$ cat src/rtl/valu_result_writeback.sv
// valu_result_writeback: pairs issued destination addresses with in-order ALU results for register-file writeback
module valu_result_writeback #(
  parameter int DATA_WIDTH = 64,
  parameter int ADDR_WIDTH = 5,
  parameter int DEPTH      = 8,
  parameter int CNT_WIDTH  = $clog2(DEPTH + 1)
) (
  input  logic                  clk,
  input  logic                  rst,
  input  logic                  iss_valid,
  input  logic [ADDR_WIDTH-1:0] iss_addr,
  output logic                  iss_ready,
  input  logic [DATA_WIDTH-1:0] res_vec,
  input  logic                  res_valid,
  output logic                  wb_valid,
  output logic [ADDR_WIDTH-1:0] wb_addr,
  output logic [DATA_WIDTH-1:0] wb_data,
  input  logic                  wb_ready,
  output logic [CNT_WIDTH-1:0]  outstanding,
  output logic                  err_orphan
);
  localparam int PW = $clog2(DEPTH);
  logic [ADDR_WIDTH-1:0] a_mem [DEPTH];
  logic [DATA_WIDTH-1:0] d_mem [DEPTH];
  logic [PW-1:0] a_wp_q, a_wp_d, a_rp_q, a_rp_d, d_wp_q, d_wp_d, d_rp_q, d_rp_d;
  logic [CNT_WIDTH-1:0] a_cnt_q, a_cnt_d, d_cnt_q, d_cnt_d, inflight;
  logic err_q, err_d, a_push, d_push, pop, orphan;
  assign iss_ready   = !rst && (a_cnt_q < CNT_WIDTH'(DEPTH));
  assign wb_valid    = d_cnt_q != '0;
  assign wb_addr     = a_mem[a_rp_q];
  assign wb_data     = d_mem[d_rp_q];
  assign outstanding = a_cnt_q;
  assign err_orphan  = err_q;
  always_comb begin
    inflight = a_cnt_q - d_cnt_q;
    a_push   = iss_valid && iss_ready;
    orphan   = res_valid && (inflight == '0);
    d_push   = res_valid && !orphan;
    pop      = wb_valid && wb_ready;
    a_wp_d   = a_push ? a_wp_q + PW'(1) : a_wp_q;
    d_wp_d   = d_push ? d_wp_q + PW'(1) : d_wp_q;
    a_rp_d   = pop ? a_rp_q + PW'(1) : a_rp_q;
    d_rp_d   = pop ? d_rp_q + PW'(1) : d_rp_q;
    a_cnt_d  = a_cnt_q + CNT_WIDTH'(a_push) - CNT_WIDTH'(pop);
    d_cnt_d  = d_cnt_q + CNT_WIDTH'(d_push) - CNT_WIDTH'(pop);
    err_d    = err_q || orphan;
  end
  always_ff @(posedge clk) begin
    if (rst) begin
      a_wp_q  <= '0;
      a_rp_q  <= '0;
      d_wp_q  <= '0;
      d_rp_q  <= '0;
      a_cnt_q <= '0;
      d_cnt_q <= '0;
      err_q   <= 1'b0;
    end else begin
      a_wp_q  <= a_wp_d;
      a_rp_q  <= a_rp_d;
      d_wp_q  <= d_wp_d;
      d_rp_q  <= d_rp_d;
      a_cnt_q <= a_cnt_d;
      d_cnt_q <= d_cnt_d;
      err_q   <= err_d;
    end
  end
  // storage is intentionally unreset; pointers alone define validity
  always_ff @(posedge clk) begin
    if (a_push) a_mem[a_wp_q] <= iss_addr;
    if (d_push) d_mem[d_wp_q] <= res_vec;
  end
endmodule

$ cat config.mk
export PLATFORM = sky130hd
export DESIGN_NAME = valu_result_writeback
export DESIGN_NICKNAME = d
export VERILOG_FILES = /design/src/rtl/valu_result_writeback.sv
export SDC_FILE = /design/constraint.sdc
export NUM_CORES = 1
export LEC_CHECK = 0
export BUFFER_PORTS_ARGS = -buffer_cell sky130_fd_sc_hd__buf_2
export CORE_MARGIN = 2
export CORE_UTILIZATION = 60
export DETAILED_ROUTE_END_ITERATION = 10
export PLACE_DENSITY = 0.81
export SLEW_MARGIN = 20
export SYNTH_ARGS = -nofsm -noshare
export SYNTH_HDL_FRONTEND = slang
export SYNTH_SLANG_ARGS = --single-unit
$ cat constraint.sdc
create_clock -name clk -period 15 [get_ports clk]
set_input_delay 3 -clock clk [delete_from_list [all_inputs] [get_ports clk]]
set_output_delay 3 -clock clk [all_outputs]
set_load 0.05 [all_outputs]
Word-level counts from Yosys, hierarchy flattened
Memories as Yosys holds them, arrays and structs flattened. A register that Yosys moved wholly into a read port is not among the register bits. Index checks and enable logic that the tools add are counted.

Add/subtract/negate cells: 9. Multiply operators: 0. Div/mod/pow operators: 0. Order comparisons: 1. Equality and inequality tests: 0. Shift operators: 0. Muxes and demuxes: 8. Bitwise logic cells: 0. Reduce and logical (&&, ||, !) cells: 10.

Operators with widths (number): adder 3 x 1 -> 3 bit (second input constant) (4); two-way mux 3 bit (4); adder 4 x 1 -> 4 bit (2); subtractor 4 x 1 -> 4 bit (2); logical AND 1 bit (5); logical NOT 4 bit (1); < comparator 4 bit (second input constant) (1); two-way mux 1 bit (4); nonzero test 4 bit (1); subtractor 4 bit (1); logical NOT 1 bit (2); logical OR 1 bit (1).

Register bits: 21. Bits in latches: 0. Memory bits (writable): 552. Bits in read-only memories: 0. Input port bits: 74. Word-level logic and storage cells: 37. Memories kept: 2.

Memory list: d_mem (words 8, width 64, read ports 1, clocked after Yosys merged registers in 1, wr ports 1, RTL line 24) `logic [DATA_WIDTH-1:0] d_mem [DEPTH];`; a_mem (words 8, width 5, read ports 1, clocked after Yosys merged registers in 1, wr ports 1, RTL line 23) `logic [ADDR_WIDTH-1:0] a_mem [DEPTH];`.

Depth between registers and ports, before layout
Depth in word-level cells: 7. Gate-level depth with buffers: 13.

Worst setup path after synthesis
No wires, ideal clock.

Kind: input-to-reg. From: input port res_valid. To: memory d_mem[2][0] (enable). Library setup time: 0.666 ns. Arrival time: 9.929 ns. Data required time: 14.334 ns. Slack: 4.405 ns. Stages on the path: 3. Buffers on the path: 1. Path through: a21bo_2 -> buf_6 -> nor4b_1.

Cells in the longest elaborated chain, start to end: 5.

RTL lines: start: declaration (RTL line 14) `input logic res_valid,`; logical AND 1 bit (RTL line 37) `orphan = res_valid && (inflight == '0);`; logical NOT 1 bit (RTL line 38) `d_push = res_valid && !orphan;`; logical AND 1 bit * (RTL line 38); two-way mux 1 bit * (RTL line 70) `if (d_push) d_mem[d_wp_q] <= res_vec;`; two-way mux 1 bit (implied by the code) * (RTL line 70); end: declaration (RTL line 24).

Every way passes the cells marked *; elsewhere a longest branch is shown, timed or not.

Final worst setup path
From: input port rst. To: output port iss_ready.

Cells in the longest elaborated chain, start to end: 2.

RTL lines: start: declaration (RTL line 9) `input logic rst,`; logical NOT 1 bit (RTL line 28) `assign iss_ready = !rst && (a_cnt_q < CNT_WIDTH'(DEPTH));`; logical AND 1 bit (RTL line 28); end: declaration (RTL line 12) `output logic iss_ready,`.

Every way passes these cells.

==> impl_metrics.ini <==
[detailed_routing]
firstDrtPassIters = 7
viasPerCell = 5.98
via_count = 9838
drc = 0
wirelength_mm = 40.4
ant_nets = 0
wl_per_cell_microns = 24.5
drt_iter0_drc = 637

[synth]
synth_nets = 1038
synth_cell_types = 31
synth_edf_count = 552
ys_ff_latch = 579
synth_area_sq_mm = 0.0221
yosysWarningCount = 0
synthArstFlopShare = 0
synth_flop_cell = edfxtp_1
synth_seq_area_share = 0.775
synthCells = 947
avgSynthCellArea_sq_um = 23.3

[sta]
tns_ns = 0
min_period_ns = 6.71
hold_violations = 0
setup_viol = 0
worstMarginPinSlew_ns = 1.13
slew_violations = 0
finalCritPeriodShare = 0.448
fin_skew_ns = 0.0193
max_slew_margin = 0.250
rsz0062_at_grt = false
fmax_ghz = 0.149

[global_route]
antenna_found_initial = 6
overflow = 0
grt.total_usage = 0.218
grt_max_degree = 73
grt_pass1_wl_mm = 61.4
grt_pass1_vias = 10489

[power]
power.density_mw_per_mm2 = 193
ir_worst_vdd_v = 0.000132
total_power_mw = 4.84
p_leak_nw = 8.10

[clock_network]
clock_sinks = 579
cts_made_buffers = 55
clkTransAtPathRegs_ns = 0.06
post-cts-setup-buffers = 0
cts_buffer_depth = 3
cts_tree = built
htree_levels = 2
cts_resized = 0
clk-insertion-delay-late_ns = 0.60
hold_buffers = 0
root_buffer = clkbuf_16

[worst_setup_path]
rr_worst_depth = 9
endpoint_kind = output port
timing.rr.start = d_cnt_q[1]
worst-setup-path-type = in -> out
r2r_end = d_mem[6][58]
rrSetupSlack_ns = 11.80
worstSetupEndpoint = iss_ready
worst-path-max-fanout = 29
critical_path.startpoint = rst
cp-start-kind = input pin
worst_ep_required_time_ns = 12.00
cp.arrival_ns = 3.71

[floorplanning]
die_area_sq_mm = 0.0384
die_h_microns = 196
start_util = 0.606
rows = 70
io_pins = 150
fp.dieW_microns = 196
core_sq_mm = 0.0364

[placed_design]
gp_congestion = 0.743
hpwlAfterDp_mm = 20.8
numPortBuffers = 149

[layout]
nNetsFinal = 1220
drive_gt1_frac = 0.396
syn2layout_area_growth_pct = 13.5

[run_status]
status = finished, final reports clean

[run]
max_cap_viol_count = 0

[min_path]
hp-class = reg -> reg
[logic make-up (layout without fill, tap and decap cells)]
family | after synthesis | in the layout | synth area share
compound gates | 8 | 8 | 0.00232
mux | 213 | 213 | 0.179
buf+inv | 52 | 278 | 0.0137
simple gates | 63 | 63 | 0.0140
other cells | 0 | 4 | 0
fa+ha+maj | 17 | 17 | 0.0103
xor+xnor | 15 | 15 | 0.00595
flops | 579 | 579 | 0.775
[worst max-delay path, stage by stage]
cell	delay (ns)
buf_2	0.39
nor2_1	0.09
buf_2	0.23
[layer usage]
| layer | share of wire | global-route usage | wire, microns |
|---|---|---|---|
| met2 | 0.51 | 0.371 | 20700 |
| met1 | 0.39 | 0.284 | 15700 |
| met5 | 0.0012 | 0 | 50 |
| met4 | 0.019 | 0.0564 | 779 |
| met3 | 0.076 | 0.0555 | 3060 |
[final cells by class]
type                       instances  area [sq um]
sequential                       579         17100
fill                            2216         11400
multi-input combinational        316          4710
clock buffer                      71          1470
timing repair buffer             167           881
tap                              468           586
clock inverter                    30           255
inverter                          10          37.5
antenna                            4          10.0
[placed cells by master, fill, tap and decap left out, types with 12 or more instances in the layout]
cell type / synthesis / routed
ha_1: 15 / 15
buf_2: 5 / 149
clkbuf_1: 13 / 14
mux4_2: 138 / 138
nor2_1: 27 / 27
mux2_2: 71 / 71
dfxtp_1: 27 / 24
clkinv_1: 0 / 12
edfxtp_1: 552 / 552
buf_4: 3 / 18
clkbuf_16: 0 / 56
[Yosys cell counts, types with 5 or more instances]
cell        n  area, sq um
dfxtp_1    27          541
nor2_1     27          101
clkbuf_1   13         48.8
nand2b_1    7         43.8
mux4_2    138         3110
inv_1      10         37.5
mux2_2     71          800
xor2_1      5         43.8
nor2b_1     5         31.3
nand2_1     8         30.0
buf_6      12          135
nor3_1      6         30.0
ha_1       15          188
buf_2       5         25.0
buf_1       9         33.8
xnor2_1    10         87.6
edfxtp_1  552        16600
[flip-flops by register name (all words and copies together), names as in the netlist, 3 cells and up, named ones only]
signal	count
a_mem	40
a_rp_q	3
a_wp_q	3
d_cnt_q	4
d_mem	512
d_rp_q	3
d_wp_q	3
outstanding	4
[power breakdown]
| group | internal (mW) | total (mW) | switching (mW) |
|---|---|---|---|
| sequential | 1.99 | 2.09 | 0.102 |
| combinational | 0.526 | 1.43 | 0.906 |
| clock | 0.757 | 1.32 | 0.561 |
[stage by stage]
stage	worst slack [ns]	instance area, sq um	instances	util	hold slack, ns
floorplan	4.40	22100	947	-	0.485
global placement	8.30	23300	1540	0.641	0.450
detailed placement	8.29	23300	1540	0.641	0.505
CTS	8.27	25100	1641	0.688	0.526
global route	8.14	25100	1641	0.688	0.564
finish	8.29	25100	1645	0.688	0.514
[worst min-delay path by stage]
stage	startpoint	end	slack [ns]	cells past startpoint
floorplan	d_rp_q[2]	flop	0.48	2
global placement	err_orphan	err_orphan	0.45	2
global route	err_orphan	err_orphan	0.56	2
finish	err_orphan	err_orphan	0.51	2
detailed placement	err_orphan	err_orphan	0.50	2
CTS	err_orphan	err_orphan	0.53	2
No activity file was read; power rests on OpenSTA's default activity.
